File: src/rtl/imem_loader_if.sv
// Byte-stream receive side and instruction-memory write side of the boot loader.
// The slave modport is the loader's view; the master modport is the view of the
// stream source and memory model that connect to it.
interface imem_loader_if;
  logic [7:0]  rx_data_i;
  logic        rx_valid_i;
  logic        rx_ready_o;
  logic        im_we_o;
  logic [31:0] im_addr_o;
  logic [31:0] im_data_o;

  modport slave (
    input  rx_data_i,
    input  rx_valid_i,
    output rx_ready_o,
    output im_we_o,
    output im_addr_o,
    output im_data_o
  );

  modport master (
    output rx_data_i,
    output rx_valid_i,
    input  rx_ready_o,
    input  im_we_o,
    input  im_addr_o,
    input  im_data_o
  );
endinterface

File: src/rtl/imem_loader.sv
// imem_loader: boot-time instruction-memory writer.
// Frame: 0xA5, 16-bit big-endian word count N, 4*N data bytes (MSB first),
// then an optional XOR checksum byte when IMEM_LOADER_CHECKSUM_EN is defined.
// Each completed word is written with a one-cycle strobe to consecutive word
// addresses; the CPU reset (active-low) is released one cycle after the last
// write so the CPU never runs while the final word is still being stored.
module imem_loader #(
  parameter logic [31:0] BASE_ADDR = 32'd0,
  parameter int          MAX_WORDS = 32
) (
  input  logic         clk_i,
  input  logic         rst_i,
  imem_loader_if.slave bus,
  output logic         cpu_rst_o,
  output logic         busy_o,
  output logic         done_o,
  output logic         err_o
);

  typedef enum logic [2:0] {
    IDLE,
    HDR_HI,
    HDR_LO,
    DATA,
`ifdef IMEM_LOADER_CHECKSUM_EN
    CSUM,
`endif
    DONE,
    ERROR
  } state_t;

  localparam logic [16:0] MAX_N = 17'(MAX_WORDS);

  state_t      state_q, state_d;
  logic [15:0] len_q, len_d;
  logic [1:0]  byte_cnt_q, byte_cnt_d;
  logic [15:0] word_cnt_q, word_cnt_d;
  logic [23:0] shift_q, shift_d;
  logic        im_we_q, im_we_d;
  logic [31:0] im_addr_q, im_addr_d;
  logic [31:0] im_data_q, im_data_d;
  logic        cpu_rst_q, cpu_rst_d;
`ifdef IMEM_LOADER_CHECKSUM_EN
  logic [7:0]  csum_q, csum_d;
`endif

  logic        rx_ready;
  logic        accept;
  logic [15:0] new_len;
  state_t      final_state;

  assign rx_ready     = (state_q != DONE) && (state_q != ERROR);
  assign accept       = bus.rx_valid_i && rx_ready;
  assign new_len      = {len_q[15:8], bus.rx_data_i};
`ifdef IMEM_LOADER_CHECKSUM_EN
  assign final_state  = CSUM;
`else
  assign final_state  = DONE;
`endif

  assign bus.rx_ready_o = rx_ready;
  assign bus.im_we_o    = im_we_q;
  assign bus.im_addr_o  = im_addr_q;
  assign bus.im_data_o  = im_data_q;
  assign cpu_rst_o      = cpu_rst_q;
  assign done_o         = (state_q == DONE);
  assign err_o          = (state_q == ERROR);
  assign busy_o         = (state_q != IDLE) && (state_q != DONE) && (state_q != ERROR);

  // Frame parser: next state, word assembly and write-strobe generation.
  always_comb begin
    state_d    = state_q;
    len_d      = len_q;
    byte_cnt_d = byte_cnt_q;
    word_cnt_d = word_cnt_q;
    shift_d    = shift_q;
    im_we_d    = 1'b0;
    im_addr_d  = im_addr_q;
    im_data_d  = im_data_q;
    cpu_rst_d  = (state_q == DONE);
`ifdef IMEM_LOADER_CHECKSUM_EN
    csum_d     = csum_q;
    if (accept && ((state_q == HDR_HI) || (state_q == HDR_LO) || (state_q == DATA))) begin
      csum_d = csum_q ^ bus.rx_data_i;
    end
`endif
    if (accept) begin
      case (state_q)
        IDLE: begin
          if (bus.rx_data_i == 8'hA5) begin
            state_d = HDR_HI;
          end
        end
        HDR_HI: begin
          len_d   = {bus.rx_data_i, 8'h00};
          state_d = HDR_LO;
        end
        HDR_LO: begin
          len_d      = new_len;
          byte_cnt_d = 2'd0;
          word_cnt_d = 16'd0;
          if ({1'b0, new_len} > MAX_N) begin
            state_d = ERROR;
          end else if (new_len == 16'd0) begin
            state_d = final_state;
          end else begin
            state_d = DATA;
          end
        end
        DATA: begin
          shift_d    = {shift_q[15:0], bus.rx_data_i};
          byte_cnt_d = byte_cnt_q + 2'd1;
          if (byte_cnt_q == 2'd3) begin
            im_we_d    = 1'b1;
            im_data_d  = {shift_q, bus.rx_data_i};
            im_addr_d  = BASE_ADDR + {14'd0, word_cnt_q, 2'b00};
            word_cnt_d = word_cnt_q + 16'd1;
            if (word_cnt_q == (len_q - 16'd1)) begin
              state_d = final_state;
            end
          end
        end
`ifdef IMEM_LOADER_CHECKSUM_EN
        CSUM: begin
          state_d = (bus.rx_data_i == csum_q) ? DONE : ERROR;
        end
`endif
        default: begin
          state_d = state_q;
        end
      endcase
    end
  end

  // State and datapath registers with synchronous active-low reset.
  always_ff @(posedge clk_i) begin
    if (!rst_i) begin
      state_q    <= IDLE;
      len_q      <= 16'd0;
      byte_cnt_q <= 2'd0;
      word_cnt_q <= 16'd0;
      shift_q    <= 24'd0;
      im_we_q    <= 1'b0;
      im_addr_q  <= BASE_ADDR;
      im_data_q  <= 32'd0;
      cpu_rst_q  <= 1'b0;
`ifdef IMEM_LOADER_CHECKSUM_EN
      csum_q     <= 8'd0;
`endif
    end else begin
      state_q    <= state_d;
      len_q      <= len_d;
      byte_cnt_q <= byte_cnt_d;
      word_cnt_q <= word_cnt_d;
      shift_q    <= shift_d;
      im_we_q    <= im_we_d;
      im_addr_q  <= im_addr_d;
      im_data_q  <= im_data_d;
      cpu_rst_q  <= cpu_rst_d;
`ifdef IMEM_LOADER_CHECKSUM_EN
      csum_q     <= csum_d;
`endif
    end
  end

endmodule

File: src/flat_wrapper.sv
// flat-port wrapper written by rule: the top's interface ports become plain ports
module imem_loader_flat 
#(
  parameter logic [31:0] BASE_ADDR = 32'd0,
  parameter int          MAX_WORDS = 32
)
  (clk_i, rst_i, cpu_rst_o, busy_o, done_o, err_o, bus_rx_data_i, bus_rx_valid_i, bus_rx_ready_o, bus_im_we_o, bus_im_addr_o, bus_im_data_o);
  imem_loader_if bus_i ();
  input  logic clk_i;
  input  logic rst_i;
  output logic cpu_rst_o;
  output logic busy_o;
  output logic done_o;
  output logic err_o;
  input wire logic [$bits(bus_i.rx_data_i)-1:0] bus_rx_data_i;
  input wire logic [$bits(bus_i.rx_valid_i)-1:0] bus_rx_valid_i;
  output wire logic [$bits(bus_i.rx_ready_o)-1:0] bus_rx_ready_o;
  output wire logic [$bits(bus_i.im_we_o)-1:0] bus_im_we_o;
  output wire logic [$bits(bus_i.im_addr_o)-1:0] bus_im_addr_o;
  output wire logic [$bits(bus_i.im_data_o)-1:0] bus_im_data_o;
  assign bus_i.rx_data_i = bus_rx_data_i;
  assign bus_i.rx_valid_i = bus_rx_valid_i;
  assign bus_rx_ready_o = bus_i.rx_ready_o;
  assign bus_im_we_o = bus_i.im_we_o;
  assign bus_im_addr_o = bus_i.im_addr_o;
  assign bus_im_data_o = bus_i.im_data_o;
  imem_loader #(.BASE_ADDR(BASE_ADDR), .MAX_WORDS(MAX_WORDS)) u_core (.clk_i(clk_i), .rst_i(rst_i), .bus(bus_i), .cpu_rst_o(cpu_rst_o), .busy_o(busy_o), .done_o(done_o), .err_o(err_o));
endmodule
File: config.mk
export PLATFORM = sky130hd
export DESIGN_NAME = imem_loader_flat
export DESIGN_NICKNAME = d
export VERILOG_FILES = /design/src/rtl/imem_loader_if.sv /design/src/rtl/imem_loader.sv /design/src/flat_wrapper.sv
export SDC_FILE = /design/constraint.sdc
export NUM_CORES = 1
export LEC_CHECK = 0
export ABC_AREA = 1
export BUFFER_PORTS_ARGS = -buffer_cell sky130_fd_sc_hd__buf_2
export CORE_ASPECT_RATIO = 0.6
export CORE_MARGIN = 2
export CORE_UTILIZATION = 55
export DETAILED_ROUTE_END_ITERATION = 12
export GPL_TIMING_DRIVEN = 1
export PLACE_DENSITY = 0.78
export SLEW_MARGIN = 20
export SYNTH_ARGS = -nofsm -noshare
export SYNTH_HDL_FRONTEND = slang
export SYNTH_SLANG_ARGS = --single-unit
File: constraint.sdc
create_clock -name clk_i -period 3.4 [get_ports clk_i]
set_input_delay 0.17 -clock clk_i [delete_from_list [all_inputs] [get_ports clk_i]]
set_output_delay 0.17 -clock clk_i [all_outputs]
set_load 0.02 [all_outputs]
==> qor.txt <==
Reg2Reg Setup Slack = 0.85 ns
Routed WL = 12100 um
Req. time, crit path = 3.68 ns
Setup tns final = 0 ns
Synth top area share = 0.450
Post-CTS Hold Fix Bufs = 0
First-pass GRT wire length = 19500 um
Syn_area_per_cell = 7.43 um2
Input/output buffers = 64
DIE AREA = 9770 um2
Fin crit share = 0.751
Vias/cell = 5.40
Clk Tree Root Cell = clkbuf_16
Unrepaired setup endpoints after global routing = false
All-Layer GR Usage = 0.250
CTS Buf Count = 9
CP Depth = 10
Register area share after synthesis = 0.450
CTS clk-pin slew, worst paths = 0.07 ns
Remaining antenna violation count = 0
Die height = 77.4 um
Cell leakage power = 0.00257 uW
Commonest register cell after synthesis = dfxtp_1
Post-CTS setup buffer count = 0
Worst reg2reg path depth = 10
Top delay family on crit path = buffers and inverters
Yosys reg bits = 111
Post-layout min period = 2.55 ns
Core area = 8620 um2
Peak VDD IR = 0.000267 V
Global placer's final weighted congestion = 0.965
Maximum clock frequency = 0.392 GHz
YS warnings = 0
CTS Buffer Depth = 2
Status = complete, no violations
Crit path cell chain = inv_2 > nand2_2 > nor2_4 > inv_2 > nor2_4 > inv_2 > nor2_4 > buf_4 > o21ai_0 > a21oi_1
Die W = 126 um
Share of cells above drive strength 1 = 0.168
Detailed Place HPWL = 8660 um
Relative slew slack = 0.453
Largest net degree at the start of global routing = 78
Final setup fails = 0
Post_cts resized = 0
Startpoint Class = register
Drt drc = 0
Actual slew at the worst max-slew pin = 0.818 ns
Row cnt = 26
Num ports = 81
Worst hold stages = 3
P&R area growth vs syn = 11.6%
Cells after Synth = 664
Max-cap violation count = 0
Post-DP Area = 5230 um2
Initial antenna violation count = 0
# nets final = 729
Library cells used by synthesis = 37
Fin Clk Skew = 0.0109 ns
DRT iter0 DRCs = 486
Detailed-route via count = 4489
Htree depth = 3
Synth Cell Area = 4930 um2
Synth async-reset ratio = 0
Global route overflow = 0
CP Class = reg -> reg
Worst setup EP type = register
Synth area leaders = dfxtp_1 45%, a21oi_1 7.1%, o21ai_0 7.1%
EDFF count, synth = 0
Slowest-stage cell, CP = buf_4
Starting Density = 0.572
Max Slew Vio Count = 0
Buf/Inv on CP = 4
Worst-path maximum fanout = 57
Vias in the first global route = 3919
Final Hold Fails = 0
CP max stage delay = 0.43 ns
Critical path arrival = 2.84 ns
Pre-Repair DR Iteration Count = 5
Pwr per Cell Area = 468 nW/um2
Dominant cell type by area after synthesis = dfxtp_1
Clock Latency Late Sink = 0.35 ns
CTS tree = yes
Diode count = 0
Fin area = 5510 um2
Worst hold path type = in -> reg
Post-DR wirelength/cell = 14.6 um
Total clock sinks = 111
[sequential cells by signal, summed over array words and instances (netlist names)]
signal                cells
u_core.bus.im_data_o     32
u_core.shift_q           24
u_core.bus.im_addr_o     16
u_core.len_q             16
u_core.word_cnt_q        16
u_core.state_q            3
u_core.byte_cnt_q         2
u_core.bus.im_we_o        1
u_core.cpu_rst_o          1
[logic make-up (layout without fill, tap and decap cells)]
logic type,Yosys count,after routing,synth area share
other,1,16,0.000760
buffers and inverters,123,164,0.113
xor gates and xnor gates,11,11,0.0195
and+or+nand+nor,236,236,0.215
DFF,111,111,0.450
adders and majority gates,3,3,0.00761
AOI/OAI and AO/OA,179,179,0.195
[cell type report]
type	count	area, um2
timing repair buffer	68	350
inverter	80	300
tap	112	140
sequential	111	2220
clock inverter	6	43.8
fill	707	3110
clock buffer	10	239
multi-input combinational	445	2210
[layer usage]
metal  part of all wire  up-vias  track usage
met5                  0        -            0
met4              0.012        0       0.0593
met3              0.089       18       0.0717
met2               0.40      189        0.350
met1               0.50     2051        0.376
li1                   -     2231            -
[where the power goes]
| group | switching, uW | internal (uW) |
|---|---|---|
| clock network | 488 | 520 |
| registers | 14.2 | 1310 |
| logic | 176 | 70.4 |
| total | 678 | 1900 |
[cell usage after synthesis (6+ instances only)]
master      n
o22ai_1     8
nor2_1     90
xnor2_1     8
o21ai_0    70
clkbuf_1   15
inv_1      71
a21oi_1    70
inv_2       9
dfxtp_1   111
nand3_1    27
nand4_1     6
nand2_1    86
buf_4      19
o21ai_1    14
nor2_4      7
o21ai_2    10
[worst paths after layout]
check,start,end
worst max-delay path,u_core.state_q[2]$_SDFFE_PN0P_,u_core.bus.im_data_o[4]$_SDFFE_PN0P_
worst min register to register,u_core.shift_q[13]$_SDFFE_PN0P_,u_core.shift_q[13]$_SDFFE_PN0P_
worst max register to register,u_core.state_q[2]$_SDFFE_PN0P_,u_core.bus.im_data_o[4]$_SDFFE_PN0P_
worst min-delay path,bus_rx_data_i[3],u_core.shift_q[3]$_SDFFE_PN0P_
[cells in the final DEF, fill, tap and decap left out, drive strengths merged, types with 5 or more instances in the layout]
cell type  instances
o22ai              8
nand4              6
o21ai             94
buf               68
a21oi             70
nand3             30
xnor2              8
dfxtp            111
clkbuf            10
inv               81
nand2             90
conb              16
nor3               5
nor2             100
[per-stage QoR]
stage	power, uW	worst slack, ns	util	instances	hold slack (ns)
floorplan	1550	1.67	-	679	0.362
global placement	1580	1.11	0.606	816	0.452
detailed placement	1590	0.876	0.606	816	0.457
CTS	2590	0.878	0.639	832	0.114
global route	2680	0.569	0.639	832	0.140
finish	2580	0.847	0.639	832	0.125
[worst min-delay path: cells and delay by family]
| kind | cells | cell delay [ns] |
|---|---|---|
| buf+inv | 1 | 0.09 |
| compound gates | 2 | 0.17 |
No activity file was read; power rests on OpenSTA's default activity.
